==> src/rtl/cpu_pkg.sv <==
// Shared types for the hardwired control unit: opcode map, control steps,
// instruction classes and the bundled strobe word.
package cpu_pkg;

    typedef enum logic [4:0] {
        OP_LD   = 5'b00000, OP_LDI  = 5'b00001, OP_ST   = 5'b00010,
        OP_ADD  = 5'b00011, OP_SUB  = 5'b00100, OP_SHR  = 5'b00101,
        OP_SHL  = 5'b00110, OP_ROR  = 5'b00111, OP_ROL  = 5'b01000,
        OP_AND  = 5'b01001, OP_OR   = 5'b01010, OP_ADDI = 5'b01011,
        OP_ANDI = 5'b01100, OP_ORI  = 5'b01101, OP_MUL  = 5'b01110,
        OP_DIV  = 5'b01111, OP_NEG  = 5'b10000, OP_NOT  = 5'b10001,
        OP_BR   = 5'b10010, OP_JR   = 5'b10011, OP_IN   = 5'b10101,
        OP_OUT  = 5'b10110, OP_MFHI = 5'b10111, OP_MFLO = 5'b11000,
        OP_NOP  = 5'b11001, OP_HALT = 5'b11010
    } op_t;

    typedef enum logic [2:0] {T0, T1, T2, T3, T4, T5, T6, T7} step_t;

    typedef enum logic [3:0] {
        CLS_LD, CLS_LDI, CLS_ST, CLS_ALU3, CLS_ALUI, CLS_MULDIV,
        CLS_UNARY, CLS_BR, CLS_SINGLE, CLS_NOP, CLS_HALT
    } cls_t;

    typedef struct packed {
        logic read, write, inc_pc;
        logic gra, grb, grc, rin, rout, ba_out;
        logic hi_in, lo_in, y_in, z_in, pc_in, ir_in, mar_in, mdr_in;
        logic inport_in, outport_in, con_in;
        logic hi_out, lo_out, y_out, zhigh_out, zlow_out, pc_out;
        logic mar_out, mdr_out, inport_out, outport_out, c_out;
    } ctrl_t;

    // Final control step of each class; the sequencer wraps to T0 after it.
    function automatic step_t last_step(input cls_t c);
        case (c)
            CLS_LD, CLS_ST:                  return T7;
            CLS_LDI, CLS_ALU3, CLS_ALUI:     return T5;
            CLS_MULDIV, CLS_BR:              return T6;
            CLS_UNARY:                       return T4;
            default:                         return T3;
        endcase
    endfunction

endpackage

==> src/rtl/control_unit_op_classify.sv <==
// Maps a 5-bit instruction opcode to its control-sequence class.
module op_classify
    import cpu_pkg::*;
(
    input  logic [4:0] op,
    output cls_t       cls
);

    always_comb begin
        cls = CLS_NOP;
        case (op)
            OP_LD:                                   cls = CLS_LD;
            OP_LDI:                                  cls = CLS_LDI;
            OP_ST:                                   cls = CLS_ST;
            OP_ADD, OP_SUB, OP_SHR, OP_SHL,
            OP_ROR, OP_ROL, OP_AND, OP_OR:           cls = CLS_ALU3;
            OP_ADDI, OP_ANDI, OP_ORI:                cls = CLS_ALUI;
            OP_MUL, OP_DIV:                          cls = CLS_MULDIV;
            OP_NEG, OP_NOT:                          cls = CLS_UNARY;
            OP_BR:                                   cls = CLS_BR;
            OP_JR, OP_IN, OP_OUT, OP_MFHI, OP_MFLO:  cls = CLS_SINGLE;
            OP_HALT:                                 cls = CLS_HALT;
            default:                                 cls = CLS_NOP;
        endcase
    end

endmodule

==> src/rtl/control_unit.sv <==
// Hardwired micro-sequencer: fetch, decode IR opcode, and drive one control
// step of datapath strobes per clock.
module control_unit
    import cpu_pkg::*;
#(
    parameter int unsigned IR_W = 32
) (
    input  logic            Clock,
    input  logic            clear,
    input  logic [IR_W-1:0] IR,
    input  logic            CON_FF,
    output logic            Run,
    output logic [4:0]      opcode,
    output logic            Read, Write, IncPC,
    output logic            Gra, Grb, Grc, Rin, Rout, BAout,
    output logic            HIin, LOin, Yin, Zin, PCin, IRin, MARin, MDRin,
    output logic            Inportin, Outportin, CONin,
    output logic            HIout, LOout, Yout, Zhighout, Zlowout, PCout,
    output logic            MARout, MDRout, Inportout, Outportout, Cout
);

    step_t      step_q, step_d;
    logic       halt_q, halt_d;
    cls_t       cls;
    ctrl_t      c;
    logic [4:0] alu_op, imm_op, ir_op;
    logic       en;
    logic       unused_ir_low;

    assign ir_op         = IR[IR_W-1 -: 5];
    assign unused_ir_low = ^IR[IR_W-6:0];

    op_classify u_classify (.op(ir_op), .cls(cls));

    always_ff @(posedge Clock or negedge clear) begin
        if (!clear) begin
            step_q <= T0;
            halt_q <= 1'b0;
        end else begin
            step_q <= step_d;
            halt_q <= halt_d;
        end
    end

    // Once halted, the step counter freezes; only clear leaves HALT.
    always_comb begin
        step_d = step_q;
        halt_d = halt_q;
        if (!halt_q) begin
            if (step_q == T3 && cls == CLS_HALT)
                halt_d = 1'b1;
            else if (step_q == last_step(cls))
                step_d = T0;
            else
                step_d = step_t'(step_q + 3'd1);
        end
    end

    always_comb begin
        case (ir_op)
            OP_ADDI: imm_op = OP_ADD;
            OP_ANDI: imm_op = OP_AND;
            default: imm_op = OP_OR;
        endcase
    end

    always_comb begin
        c      = '0;
        alu_op = '0;
        case (step_q)
            T0: begin c.pc_out = 1'b1; c.mar_in = 1'b1; c.inc_pc = 1'b1; c.z_in = 1'b1; end
            T1: begin c.zlow_out = 1'b1; c.pc_in = 1'b1; c.read = 1'b1; c.mdr_in = 1'b1; end
            T2: begin c.mdr_out = 1'b1; c.ir_in = 1'b1; end
            T3: case (cls)
                CLS_LD, CLS_LDI, CLS_ST: begin c.grb = 1'b1; c.ba_out = 1'b1; c.y_in = 1'b1; end
                CLS_ALU3, CLS_ALUI:      begin c.grb = 1'b1; c.rout = 1'b1; c.y_in = 1'b1; end
                CLS_MULDIV:              begin c.gra = 1'b1; c.rout = 1'b1; c.y_in = 1'b1; end
                CLS_UNARY: begin
                    c.grb = 1'b1; c.rout = 1'b1; c.z_in = 1'b1; alu_op = ir_op;
                end
                CLS_BR:                  begin c.gra = 1'b1; c.rout = 1'b1; c.con_in = 1'b1; end
                CLS_SINGLE: case (ir_op)
                    OP_JR:   begin c.gra = 1'b1; c.rout = 1'b1; c.pc_in = 1'b1; end
                    OP_IN:   begin c.inport_out = 1'b1; c.gra = 1'b1; c.rin = 1'b1; end
                    OP_OUT:  begin c.gra = 1'b1; c.rout = 1'b1; c.outport_in = 1'b1; end
                    OP_MFHI: begin c.hi_out = 1'b1; c.gra = 1'b1; c.rin = 1'b1; end
                    OP_MFLO: begin c.lo_out = 1'b1; c.gra = 1'b1; c.rin = 1'b1; end
                    default: ;
                endcase
                default: ;
            endcase
            T4: case (cls)
                CLS_LD, CLS_LDI, CLS_ST: begin c.c_out = 1'b1; c.z_in = 1'b1; alu_op = OP_ADD; end
                CLS_ALU3:   begin c.grc = 1'b1; c.rout = 1'b1; c.z_in = 1'b1; alu_op = ir_op; end
                CLS_ALUI:   begin c.c_out = 1'b1; c.z_in = 1'b1; alu_op = imm_op; end
                CLS_MULDIV: begin c.grb = 1'b1; c.rout = 1'b1; c.z_in = 1'b1; alu_op = ir_op; end
                CLS_UNARY:  begin c.zlow_out = 1'b1; c.gra = 1'b1; c.rin = 1'b1; end
                CLS_BR:     begin c.pc_out = 1'b1; c.y_in = 1'b1; end
                default: ;
            endcase
            T5: case (cls)
                CLS_LD, CLS_ST:               begin c.zlow_out = 1'b1; c.mar_in = 1'b1; end
                CLS_LDI, CLS_ALU3, CLS_ALUI:  begin c.zlow_out = 1'b1; c.gra = 1'b1; c.rin = 1'b1; end
                CLS_MULDIV:                   begin c.zlow_out = 1'b1; c.lo_in = 1'b1; end
                CLS_BR: begin c.c_out = 1'b1; c.z_in = 1'b1; alu_op = OP_ADD; end
                default: ;
            endcase
            T6: case (cls)
                CLS_LD:     begin c.read = 1'b1; c.mdr_in = 1'b1; end
                CLS_ST:     begin c.gra = 1'b1; c.rout = 1'b1; c.mdr_in = 1'b1; end
                CLS_MULDIV: begin c.zhigh_out = 1'b1; c.hi_in = 1'b1; end
                CLS_BR:     begin c.zlow_out = CON_FF; c.pc_in = CON_FF; end
                default: ;
            endcase
            T7: case (cls)
                CLS_LD:  begin c.mdr_out = 1'b1; c.gra = 1'b1; c.rin = 1'b1; end
                CLS_ST:  c.write = 1'b1;
                default: ;
            endcase
            default: ;
        endcase
    end

    // clear gates outputs combinationally so reset takes effect without an edge.
    assign en  = clear & ~halt_q;
    assign Run = en & ~(step_q == T3 && cls == CLS_HALT);

    assign opcode     = en ? alu_op : '0;
    assign Read       = en & c.read;
    assign Write      = en & c.write;
    assign IncPC      = en & c.inc_pc;
    assign Gra        = en & c.gra;
    assign Grb        = en & c.grb;
    assign Grc        = en & c.grc;
    assign Rin        = en & c.rin;
    assign Rout       = en & c.rout;
    assign BAout      = en & c.ba_out;
    assign HIin       = en & c.hi_in;
    assign LOin       = en & c.lo_in;
    assign Yin        = en & c.y_in;
    assign Zin        = en & c.z_in;
    assign PCin       = en & c.pc_in;
    assign IRin       = en & c.ir_in;
    assign MARin      = en & c.mar_in;
    assign MDRin      = en & c.mdr_in;
    assign Inportin   = en & c.inport_in;
    assign Outportin  = en & c.outport_in;
    assign CONin      = en & c.con_in;
    assign HIout      = en & c.hi_out;
    assign LOout      = en & c.lo_out;
    assign Yout       = en & c.y_out;
    assign Zhighout   = en & c.zhigh_out;
    assign Zlowout    = en & c.zlow_out;
    assign PCout      = en & c.pc_out;
    assign MARout     = en & c.mar_out;
    assign MDRout     = en & c.mdr_out;
    assign Inportout  = en & c.inport_out;
    assign Outportout = en & c.outport_out;
    assign Cout       = en & c.c_out;

endmodule
==> config.mk <==
export PLATFORM = sky130hd
export DESIGN_NAME = control_unit
export DESIGN_NICKNAME = d
export VERILOG_FILES = /design/src/rtl/cpu_pkg.sv /design/src/rtl/control_unit_op_classify.sv /design/src/rtl/control_unit.sv
export SDC_FILE = /design/constraint.sdc
export NUM_CORES = 1
export LEC_CHECK = 0
export BUFFER_PORTS_ARGS = -buffer_cell sky130_fd_sc_hd__buf_4
export CAP_MARGIN = 10
export CORE_UTILIZATION = 35
export CTS_BUF_LIST = sky130_fd_sc_hd__clkbuf_4 sky130_fd_sc_hd__clkbuf_8
export DETAILED_ROUTE_END_ITERATION = 16
export PLACE_DENSITY = 0.74
export SYNTH_ARGS = -nofsm -noshare
export SYNTH_HDL_FRONTEND = slang
export SYNTH_SLANG_ARGS = --single-unit
==> constraint.sdc <==
create_clock -name Clock -period 6.1 [get_ports Clock]
set_input_delay 0.305 -clock Clock [delete_from_list [all_inputs] [get_ports Clock]]
set_output_delay 0.305 -clock Clock [all_outputs]
set_load 0.03 [all_outputs]
# Yosys cells after proc, flatten, opt, wreduce, memory -nomap -nowiden
# Memories as Yosys holds them, arrays and structs flattened.
# Index checks and enable logic that the tools add are counted.
# word_totals
ff_bits	4
latchBits	0
ram_bits	0
romBits	144
word_cells	139
mem_count	2
# op_classes
addsub	1
multipliers	0
div	0
magnitude_cmp	0
eq_ne	24
n_shift	0
mux	64
bitwise	30
n_reduce_logical	16
# mem_list
name	depth	width	read_ports	rd_ports_with_merged_regs	write_ports	line_no	source
(no name shown)	32	4	1	0	0	control_unit_op_classify.sv:11	case (op)
(no name shown)	8	2	1	0	0	cpu_pkg.sv:35	case (c)
# op_table
op	n
2-to-1 mux 1 bit	36
one-hot mux 5 bit (3 select lines)	2
AND 1 bit	28
equality test 5 bit (second input constant)	5
one-hot mux 1 bit (2 select lines)	10
equality test 4 x 3 -> 1 bit (second input constant)	4
equality test 3 bit (second input constant)	4
2-to-1 mux 3 bit	4
one-hot mux 1 bit (4 select lines)	3
OR reduction 6 bit	2
equality test 5 x 4 -> 1 bit (second input constant)	2
2-to-1 mux 5 bit	2
OR reduction 5 bit	2
OR reduction 3 bit	3
equality test 4 x 2 -> 1 bit (second input constant)	2
equality test 4 bit (second input constant)	2
one-hot mux 4 bit (2 select lines)	1
OR reduction 2 bit	4
equality test 3 x 2 -> 1 bit (second input constant)	2
one-hot mux 1 bit (3 select lines)	2
one-hot mux 1 bit (5 select lines)	1
equality test 4 x 1 -> 1 bit (second input constant)	1
zero test 4 bit	1
2-to-1 mux 2 bit	2
other kinds (9)	10

# Longest topological paths before layout
# An unclocked memory read counts as a cell.
# depth
depth_word	7
mapped_depth	9
depth_no_buf	7

# Hierarchy
# Synthesis repeated with hierarchy kept, for this count alone.
# unflattened
cells_unflattened	209
hier_area_um2	1383.8
# by_module_without_submodules
module	instances	cells_each	area_per_inst_um2	seq_area_each_um2
control_unit	1	192	1241.2	100.1
op_classify	1	17	142.6	0.0

# Worst setup path before layout
# No wires, ideal clock.
# synth_path
path_kind	reg2out
from	register step_q[0]
to	output port Grc
arrival_time_ns	2.752
required_time_ns	5.795
path_slack_ns	3.043
stages_incl_launch_ff	6
path_buffers	0
cell_sequence	dfrtp_1 -> inv_1 -> ha_1 -> nand2_1 -> or2_2 -> a2111oi_0
# synth_via
elab_chain_len	3
# synth_rtl
item	line_no	source
start: declaration	control_unit.sv:22	step_t step_q, step_d;
start signal: assignment	control_unit.sv:40	step_q <= step_d;
equality test 3 bit	control_unit.sv:70	case (step_q)
2-to-1 mux 1 bit	control_unit.sv:70	
AND 1 bit	control_unit.sv:134	assign Grc = en & c.grc;
end: declaration	control_unit.sv:15	output logic Gra, Grb, Grc, Rin, Rout, BAout,
# No other way between the ends.

# Worst setup path in the final report
# layout_path
from	register step_q[2]
to	output port PCin
# layout_via
elab_chain_len	3
# layout_rtl
item	line_no	source
equality test 3 bit, or another cell as far along	control_unit.sv:70	
one-hot mux 1 bit (3 select lines) *	control_unit.sv:70	
AND 1 bit *	control_unit.sv:142	assign PCin = en & c.pc_in;
end: declaration	control_unit.sv:16	output logic HIin, LOin, Yin, Zin, PCin, IRin, MARin, MDRin,
# Every way passes the cells marked *; elsewhere a longest branch is shown, timed or not.

==> metrics.cfg <==
[critical_path]
worstPathMaxFanout=19
path_class=reg2out
worstPathArrival_ns=2.52
critical_path.max_stage_delay_ns=0.69
slowest_stage=dfrtp_1
crit_start=step_q[2]$_DFFE_PN0P_
critPathCaptureType=primary output
crit-reg2reg-launch=step_q[1]$_DFFE_PN0P_
reg2reg_slack_ns=3.74
crit_required_ns=5.79
worstReg2RegEnd=step_q[0]$_DFFE_PN0P_
cp-start-kind=flop
reg2regPathDepth=6
crit_chain=inv_1 -> ha_1 -> nand2b_1 -> nor3_1 -> a21oi_1 -> nor2_1 -> o31a_1 -> buf_4

[clock_tree]
clk_path_buf_depth=2
cts_tree=built
ctsHtreeMaxLevel=1
cts_root_buffer=clkbuf_4
cts_hold_buf=1
clk_pin_slew_ns=0.04
cts.sinks=4
cts_buffers=3
clkLatencyLatePin_ns=0.23
postCtsResizedCells=0
cts_setup_buffers=0

[pwr]
p_per_area_nw_per_um2=65.3
p_leak_uw=0.000607
clkPwrFrac_pct=32.9
internal_power_uw=61.4
pwr-share-seq_pct=27.8
swShare_pct=36.1
p_switching_uw=34.7
p_total_uw=96.0
p_comb_share_pct=39.3
ir_worst_vdd_uv=74.7

[die]
ios=72
dieArea_sq_um=3630
core_sq_um=3130
die_y_microns=60.2
die_x_microns=60.2
rows=20
initial_utilization_pct=37.9

[placement]
place_congestion=0.935
portBuffers=40
dp_hpwl_mm=2.56
dpl-instance-area_sq_um=1440

[routing]
wire_per_inst_microns=13.5
ant_nets=0
viasPerCell=5.39
first_pass_iters=4
drc=0
drtIter0Drc=53
routed_wl_mm=3.46
num_vias=1379

[final_layout]
final_cell_mix=buf_4, nor2_1, nand2_1
finalNetCount=255
final_area_sq_um=1470
final_common_cell=buf_4
diodes=0
fillers=355
drive_gt1_share_pct=24.5
syn_to_final_growth_pct=23.9

[synth]
yosys_warnings=0
async_flop_share_pct=100
synth_cells=185
yosys-top-cells-area=dfrtp_1, nor2_1, ha_1
synth_area_sq_um=1190
yosysSeqAreaShare_pct=8.44
synth_area_per_cell_sq_um=6.41
synth_seq_cells=4
ys.flop_type=dfrtp_1
yosysTopAreaCellShare_pct=8.44
yosys.area.top_type=dfrtp_1
synth_edf_count=0
synthDistinctLibCells=50

[sta]
slew_violations=0
min_period_ns=2.83
skew_ns=0.000816
finalSetupViolations=0
setup-tns-final_ns=0
rsz0062_at_grt=no
hold_viol=0
relSlewSlack_pct=57.0
tightest_slew_ns=0.640
max_freq_mhz=354
finalCritPeriodShare_pct=46.3

[global_route]
grt_use_total_pct=19.9
overflow=0
grt_pass1_vias=1163
antenna_found_initial=0
grt_pass1_wl_mm=5.60
grt_max_degree=28

[run]
cap_violations=0

[run_status]
outcome=finished, final reports clean

[min_path]
min_path_type=in2async

kinds of logic (layout without fill, tap and decap cells):
kind of cell,count (synthesis),count (layout),synth area share (%)
AOI/OAI and AO/OA,49,49,28.2
xor gates and xnor gates,5,5,3.69
adders and majority gates,6,6,6.33
buffers and inverters,28,52,12.2
DFF,4,4,8.44
muxes,1,1,0.844
other,1,4,0.316
and+or+nand+nor,91,91,40.0
metrics by stage:
stage,cells,hold slack (ns),util (%),worst slack (ns)
final,256,0.410,47.0,3.27
after global routing,256,0.412,47.0,3.09
after CTS,256,0.401,47.0,3.27
after detailed placement,252,0.111,46.0,3.53
after global placement,252,0.108,46.0,3.55
after floorplan,188,0.00941,-,3.04
power groups by stage:
stage / Combinational (uW) / Clock, uW / Sequential, uW
after CTS: 37.0 / 33.4 / 26.7
after global routing: 41.4 / 35.6 / 26.7
after detailed placement: 36.3 / 0 / 27.0
after global placement: 36.1 / 0 / 27.0
final: 37.8 / 31.6 / 26.7
after floorplan: 30.8 / 0 / 27.0
cells in the mapped netlist, types with 2 or more instances:
cell type,count
nor2_1,26
nand2_1,20
a21oi_1,13
nor3_1,9
buf_2,8
buf_4,8
inv_1,8
nand3_1,7
o21ai_0,7
ha_1,6
and3_1,5
dfrtp_1,4
a211oi_1,3
clkbuf_1,3
nand4_1,3
nor2b_1,3
nor3b_1,3
nor4_1,3
o22ai_1,3
o31ai_1,3
xnor2_1,3
a211o_1,2
a21boi_0,2
a31oi_1,2
nand2b_1,2
nand2b_4,2
o21a_1,2
o22a_1,2
xor2_1,2
worst max-delay path by stage:
stage | to | slack [ns] | cells past startpoint
after global placement | PCin | 3.55 | 8
after global routing | PCin | 3.09 | 8
final | PCin | 3.27 | 8
after CTS | PCin | 3.27 | 8
after detailed placement | PCin | 3.53 | 8
after floorplan | Grc | 3.04 | 5
sequential cells by signal, indices dropped and copies added, names as in the netlist:
| name | flops |
|---|---|
| step_q | 3 |
| halt_q | 1 |
critical path: cells and delay by family, from the launching register on:
family	cells	cell delay, ns
flops	1	0.69
compound gates	2	0.44
buf+inv	2	0.40
fa+ha+maj	1	0.38
simple gates	3	0.38
layer usage:
metal	wire length (microns)	part of all wire, %	vias up	track usage, %
met1	1680	49	616	30.2
met2	1520	44	57	29.4
met4	0	0	0	3.65
met5	0	0	-	0
li1	-	-	706	-
met3	258	7.5	0	3.03
final cells by class:
class	instances	area [sq um]	share of cell area (%)
multi-input combinational	156	952	64.8
timing repair buffer	41	310	21.1
sequential	4	100	6.81
clock buffer	3	22.5	1.53
tap	44	55.1	3.74
inverter	8	30.0	2.04
(Power assumes the default switching activity.)
